[src/rtl/div_sign_ctrl.sv]
// Sign-handling front/back end around an unsigned pipelined divider: RISC-V
// DIV/DIVU/REM/REMU with operand magnitude conversion, metadata pipe and fix-up.
module div_sign_ctrl #(
  parameter int DIV_LAT = 8,
  parameter int TAG_W   = 5
) (
  input  logic             clk,
  input  logic             rst,
  input  logic             i_flush,
  input  logic             i_valid,
  input  logic [1:0]       i_op,
  input  logic [31:0]      i_rs1,
  input  logic [31:0]      i_rs2,
  input  logic [TAG_W-1:0] i_tag,
  output logic [31:0]      o_div_dividend,
  output logic [31:0]      o_div_divisor,
  input  logic [31:0]      i_div_quotient,
  input  logic [31:0]      i_div_remainder,
  output logic             o_valid,
  output logic [31:0]      o_result,
  output logic [TAG_W-1:0] o_tag,
  output logic [3:0]       o_count
);

  localparam int DATA_W = 32;

  typedef struct packed {
    logic             is_rem;
    logic             neg_q;
    logic             neg_r;
    logic             dz;
    logic [TAG_W-1:0] tag;
  } meta_t;

  // Magnitude of a signed operand; 0x80000000 maps onto itself as unsigned.
  function automatic logic [DATA_W-1:0] mag(input logic signed [DATA_W-1:0] x,
                                            input logic take);
    return (take && (x < 0)) ? -x : x;
  endfunction

  function automatic logic [DATA_W-1:0] cond_neg(input logic signed [DATA_W-1:0] x,
                                                 input logic neg);
    return neg ? -x : x;
  endfunction

  function automatic logic [DATA_W-1:0] fixup(input meta_t m,
                                              input logic [DATA_W-1:0] q,
                                              input logic [DATA_W-1:0] r);
    if (m.is_rem) return cond_neg(r, m.neg_r);
    if (m.dz)     return '1;
    return cond_neg(q, m.neg_q);
  endfunction

  // Issue: operand magnitudes go straight to the divider
  logic  is_signed;
  logic  rs2_zero;
  meta_t meta_in;

  assign is_signed      = ~i_op[0];
  assign rs2_zero       = (i_rs2 == '0);
  assign o_div_dividend = mag(i_rs1, is_signed);
  assign o_div_divisor  = mag(i_rs2, is_signed);

  assign meta_in = '{
    is_rem: i_op[1],
    neg_q:  is_signed & (i_rs1[31] ^ i_rs2[31]) & ~rs2_zero,
    neg_r:  is_signed & i_rs1[31],
    dz:     rs2_zero,
    tag:    i_tag
  };

  // Metadata pipe p0..p(DIV_LAT-1), aligned with the divider stages
  logic [DIV_LAT-1:0] vld_p;
  meta_t              meta_p [DIV_LAT];
  logic               leave;

  assign leave = vld_p[DIV_LAT-1];

  always_ff @(posedge clk) begin
    if (rst)
      vld_p <= '0;
    else if (i_flush)
      vld_p <= {{(DIV_LAT-1){1'b0}}, i_valid};
    else
      vld_p <= {vld_p[DIV_LAT-2:0], i_valid};
  end

  always_ff @(posedge clk) begin
    meta_p[0] <= meta_in;
    for (int k = 1; k < DIV_LAT; k++)
      meta_p[k] <= meta_p[k-1];
  end

  // Occupancy: a flush leaves only the op issued alongside it
  logic [3:0] count_nxt;

  always_comb begin
    count_nxt = o_count;
    if (i_flush)
      count_nxt = {3'b000, i_valid};
    else begin
      case ({i_valid, leave})
        2'b10:   count_nxt = o_count + 4'd1;
        2'b01:   count_nxt = o_count - 4'd1;
        default: count_nxt = o_count;
      endcase
    end
  end

  always_ff @(posedge clk) begin
    if (rst)
      o_count <= '0;
    else
      o_count <= count_nxt;
  end

  // Completion: sign fix-up and special cases, result holds between pulses
  always_ff @(posedge clk) begin
    if (rst) begin
      o_valid  <= 1'b0;
      o_result <= '0;
      o_tag    <= '0;
    end else begin
      o_valid <= leave & ~i_flush;
      if (leave && !i_flush) begin
        o_result <= fixup(meta_p[DIV_LAT-1], i_div_quotient, i_div_remainder);
        o_tag    <= meta_p[DIV_LAT-1].tag;
      end
    end
  end

endmodule

[config.mk]
export PLATFORM = sky130hd
export DESIGN_NAME = div_sign_ctrl
export DESIGN_NICKNAME = d
export VERILOG_FILES = /design/src/rtl/div_sign_ctrl.sv
export SDC_FILE = /design/constraint.sdc
export NUM_CORES = 1
export LEC_CHECK = 0
export CAP_MARGIN = 20
export CORE_UTILIZATION = 48
export DETAILED_ROUTE_END_ITERATION = 10
export PLACE_DENSITY = 0.87
export SLEW_MARGIN = 20
export SYNTH_ARGS = -nofsm -noshare
export SYNTH_HDL_FRONTEND = slang
export SYNTH_SLANG_ARGS = --single-unit
[constraint.sdc]
create_clock -name clk -period 7.3 [get_ports clk]
set_input_delay 1.46 -clock clk [delete_from_list [all_inputs] [get_ports clk]]
set_output_delay 1.46 -clock clk [all_outputs]
set_load 0.01 [all_outputs]
Yosys cells after proc, flatten, opt, wreduce, memory -nomap -nowiden
Memory sizes are Yosys's and may differ from the RTL's. Cells that the tools add are included.

Add/sub/neg operators: 6. Magnitude comparators: 2. Equal/unequal tests: 2. Multiplexer cells: 17. Bitwise logic cells: 8. Reduce and logical (&&, ||, !) cells: 8.

Operator list (count): 32-bit 2-to-1 mux (8); 32-bit negation (4); 32-bit by 1-bit < comparator with 1-bit output, second input constant (2); 32-bit zero test (1); 1-bit 2-to-1 mux (8); 4-bit one-hot mux with 2 select lines (1); 4-bit by 1-bit adder with 4-bit output, second input constant (1); 1-bit bitwise AND (4); 4-bit by 1-bit subtractor with 4-bit output, second input constant (1); 1-bit logical AND (3); 1-bit inverter (3); 3-bit nonzero test (1); 2-bit by 1-bit equality test with 1-bit output, second input constant (1); 2-bit equality test, second input constant (1); 2-bit nonzero test (1); 2-bit OR reduction (1); 1-bit zero test (1); 1-bit XOR (1).

Flip-flop bits (word level): 50. RAM bits: 72. Bits of input ports: 139. Memories: 1.

Memories: meta_p (words 8, bits a word 9, rd ports 8, clocked after Yosys merged registers in 0, wr ports 8, line 74) `meta_t meta_p [DIV_LAT];`.

Depth between registers and ports, before layout
Depth after elaboration: 9. Gate-level depth with buffers: 9. Mapped depth without buffers: 9.

Worst setup path before layout
OpenSTA, ideal clock, no wires.

Path type: input -> output. Start point: in i_rs2[4]. End point: out o_div_divisor[29]. Arrival time: 3.385 ns. Data required time: 5.840 ns. Setup slack: 2.455 ns. Cell stages on the path: 6. Path through: or4_1 or4_4 or2_4 nor3b_4 a21oi_1 xor2_1.

Word-level cells in the longest chain between the ends: 3. Elaborated cells on any way between the ends: 4. Classes of those cells: add/sub (1); order compare (1); mux (1); reduce/logical (1).

RTL lines: start: declaration (line 13) `input logic [31:0] i_rs2,`; 32-bit by 1-bit < comparator with 1-bit output (line 38) `return (take && (x < 0)) ? -x : x;`; 1-bit logical AND (line 38); 32-bit 2-to-1 mux * (line 38); end: declaration (line 16) `output logic [31:0] o_div_divisor,`.

Mark *: on every way between the ends. The rest lies on a longest branch, timed or not.

Final worst setup path
Start point: in i_rs2[4]. End point: out o_div_divisor[28].

The elaborated chain is that of the path after synthesis.

==> metrics.txt <==
outcome=finished, final reports clean; Hold Path Sink=meta_p[0][18]; Min-Delay Startpoint=meta_p[0][9]; element type at the critical path start=input port; # rows=between 40 and 50; setup TNS=0 ns; final period utilization=0.821; CTS Buf Count=17; DR WL/cell=around 18 um; clk_lat worst skew=0.41 ns; CP arrival=4.53 ns; final hold viol count=0; Worst Skew=0.0117 ns; Req. time, crit path=5.84 ns; Initial Util=0.495; die span in x=117 um; DPL Wire Length=between 15 and 20 mm; FF-to-FF path depth=7; WS Path Type=in -> out; layout cells sized above 1=0.0688; # setup viols final=0; Buffers & Inverters on Critical Path=2; DRT antenna net count=0; DRC=0; clock slew at reported path FFs=0.06 ns; Die H=roughly 120 um; number of synthesized flops with an enable pin=0; hold path depth=0; post-route insts no fill=1131; CTS Buffer Depth=2; syn nets=857; met3 Track Usage GR=0.0752; max cap viols=0; ANT cells=0; post-synthesis sequential area ratio=0.387; PD cells=201 nW/um2; f_max=167 MHz; P_leak=3.48 nW; internal reg-to-reg setup slack=slightly above 5 ns; Async S/R FF share, synth=0; fill count=~950; boundary pin count=245; Root Driver=clkbuf_16; Final nets=~1100; clk sinks=about 120; first-pass GRT wire length=29.8 mm; drt first pass iters=5; post-synth cell types=58; Cells after Synth=709; CP max stage cell=or4_1; vias in the first global route=5858; Syn Area/Cell=8.89 um2; Top delay family on crit path=simple AND/OR/NAND/NOR gates; Slew headroom=0.261; CP most frequent cell=clkdlybuf4s50_1; hold_buf cts=0; placed cells=around 1100; fin crit period=approximately 6 ns; routing usage on met1=0.325; RePlAce Congestion=0.927; Final Slew Violations=0; Hold Crit Class=reg -> reg; initial antenna violation count=0; routed vias/inst=roughly 5.7; Area growth syn-to-layout=50.7%; predominant post-synthesis flop cell=dfxtp_1; largest net degree at the start of global routing=41; worst slew pin tran=1.11 ns; I/O Buffers=244; Ys Warns=0; Starting DRT DRC Count=about 500; post-CTS setup buffers=0; GR peak layer=met2; FF+latch count, synth=122; Post-Syn Area=~6300 um2; CP endpoint kind=primary output; Worst R2R Start=meta_p[1][33]; CTS tree=done; critical path fanouts, max=6; CP max stage delay=0.58 ns; gr usage total=0.291; total routed wirelength=20.2 mm; Total Die Area=13600 um2; PostCTS Resize Cnt=0; grt met2 use=0.523; peak supply drop=between 0.2 and 0.25 mV; remaining global-route overflow=0; via count=6434; core area=approximately 13000 um2; capture point of the worst reg-to-reg path=o_result[19]; critical-path cell list=clkdlybuf4s50_1 > or4_1 > or4b_4 > nor2_4 > nand3b_4 > o41ai_2 > xnor2_1 > clkdlybuf4s50_1; Final WS setup=1.31 ns; unrepaired setup endpoints after global routing=no; # H-tree levels=4; Placement Setup Slack=between 1 and 1.5 ns; Hold WS=0.318 ns
metal layers:
layer | share of wire | wire, um
met4 | 0.028 | 569
met1 | 0.38 | 7760
met2 | 0.50 | 10000
met3 | 0.090 | 1810
met5 | 0 | 0
cells in the mapped netlist, drive strengths merged, types with 5 or more instances:
| cell type | n | area (um2) |
|---|---|---|
| dfxtp | 122 | 2440 |
| nor2 | 65 | 251 |
| xor2 | 64 | 561 |
| xnor2 | 51 | 447 |
| nand2 | 48 | 180 |
| a21oi | 40 | 200 |
| o21ai | 40 | 200 |
| clkbuf | 26 | 97.6 |
| nor3 | 24 | 120 |
| o41ai | 23 | 239 |
| o31ai | 22 | 175 |
| nor4 | 19 | 119 |
| inv | 17 | 63.8 |
| or4 | 16 | 143 |
| a221oi | 12 | 105 |
| and2 | 9 | 56.3 |
| or3 | 9 | 56.3 |
| ha | 8 | 100 |
| nand3 | 8 | 40.0 |
| or2 | 8 | 52.6 |
| a21o | 7 | 52.6 |
| buf | 7 | 42.5 |
| nand2b | 7 | 43.8 |
| nor2b | 5 | 31.3 |
| o22ai | 5 | 31.3 |
worst max-delay path by stage:
| stage | from | end | slack, ns | cells after the start |
|---|---|---|---|---|
| finish | i_rs2[4] | o_div_divisor[28] | 1.31 | 8 |
| global route | i_rs2[4] | o_div_divisor[28] | 1.21 | 8 |
| detailed placement | i_rs2[4] | o_div_divisor[28] | 1.35 | 8 |
| CTS | i_rs2[4] | o_div_divisor[28] | 1.36 | 8 |
| floorplan | i_rs2[4] | o_div_divisor[29] | 2.45 | 6 |
| global placement | i_rs2[4] | o_div_divisor[27] | 1.40 | 8 |
cells in the final DEF, fill, tap and decap left out, drive strengths merged, types with 8 or more instances in the layout:
master	netlist	final
a21oi	40	40
a221oi	12	12
and2	9	9
clkbuf	26	18
clkdlybuf4s50	0	244
dfxtp	122	122
ha	8	8
inv	17	22
nand2	48	48
nand3	8	8
nor2	65	65
nor3	24	24
nor4	19	19
o21ai	40	40
o31ai	22	22
o41ai	23	23
or2	8	8
or3	9	9
or4	16	16
xnor2	51	51
xor2	64	64
per-stage QoR:
step                      total power [W]  utilization  instance area, um2
after floorplan                  0.000841            -                6300
after global placement            0.00105        0.697                8870
after detailed placement          0.00105        0.697                8870
after CTS                         0.00192        0.747                9500
after global routing              0.00198        0.747                9500
final                             0.00191        0.747                9500
where the power goes:
| part | internal (W) | total [W] | leakage, nW | switching [W] |
|---|---|---|---|---|
| combinational | 0.000185 | 0.000346 | 2.17 | 0.000161 |
| clock | 0.000555 | 0.000872 | 0.301 | 0.000317 |
| sequential | 0.000687 | 0.000695 | 1.01 | 0.00000816 |
logic make-up after synthesis:
logic type      Yosys count  synth area share
buf+inv                  50            0.0324
xor+xnor                115             0.160
mux                       2           0.00318
simple gates            229             0.193
fa+ha+maj                 9            0.0191
compound gates          182             0.205
flops                   122             0.387
final cells by class:
class	count	area [um2]	area share
flip-flops and latches	122	2440	0.257
inverters	17	63.8	0.00672
multi-input cells	537	3660	0.385
clock buffers	18	439	0.0462
well taps	172	215	0.0227
clock inverters	14	185	0.0195
repair buffers	251	2490	0.263
flip-flops by register name (all words and copies together), names as in the netlist:
name	flops
vld_p	8
o_tag	5
meta_p	72
o_count	4
o_result	32
o_valid	1
No activity file was read; power rests on OpenSTA's default activity.
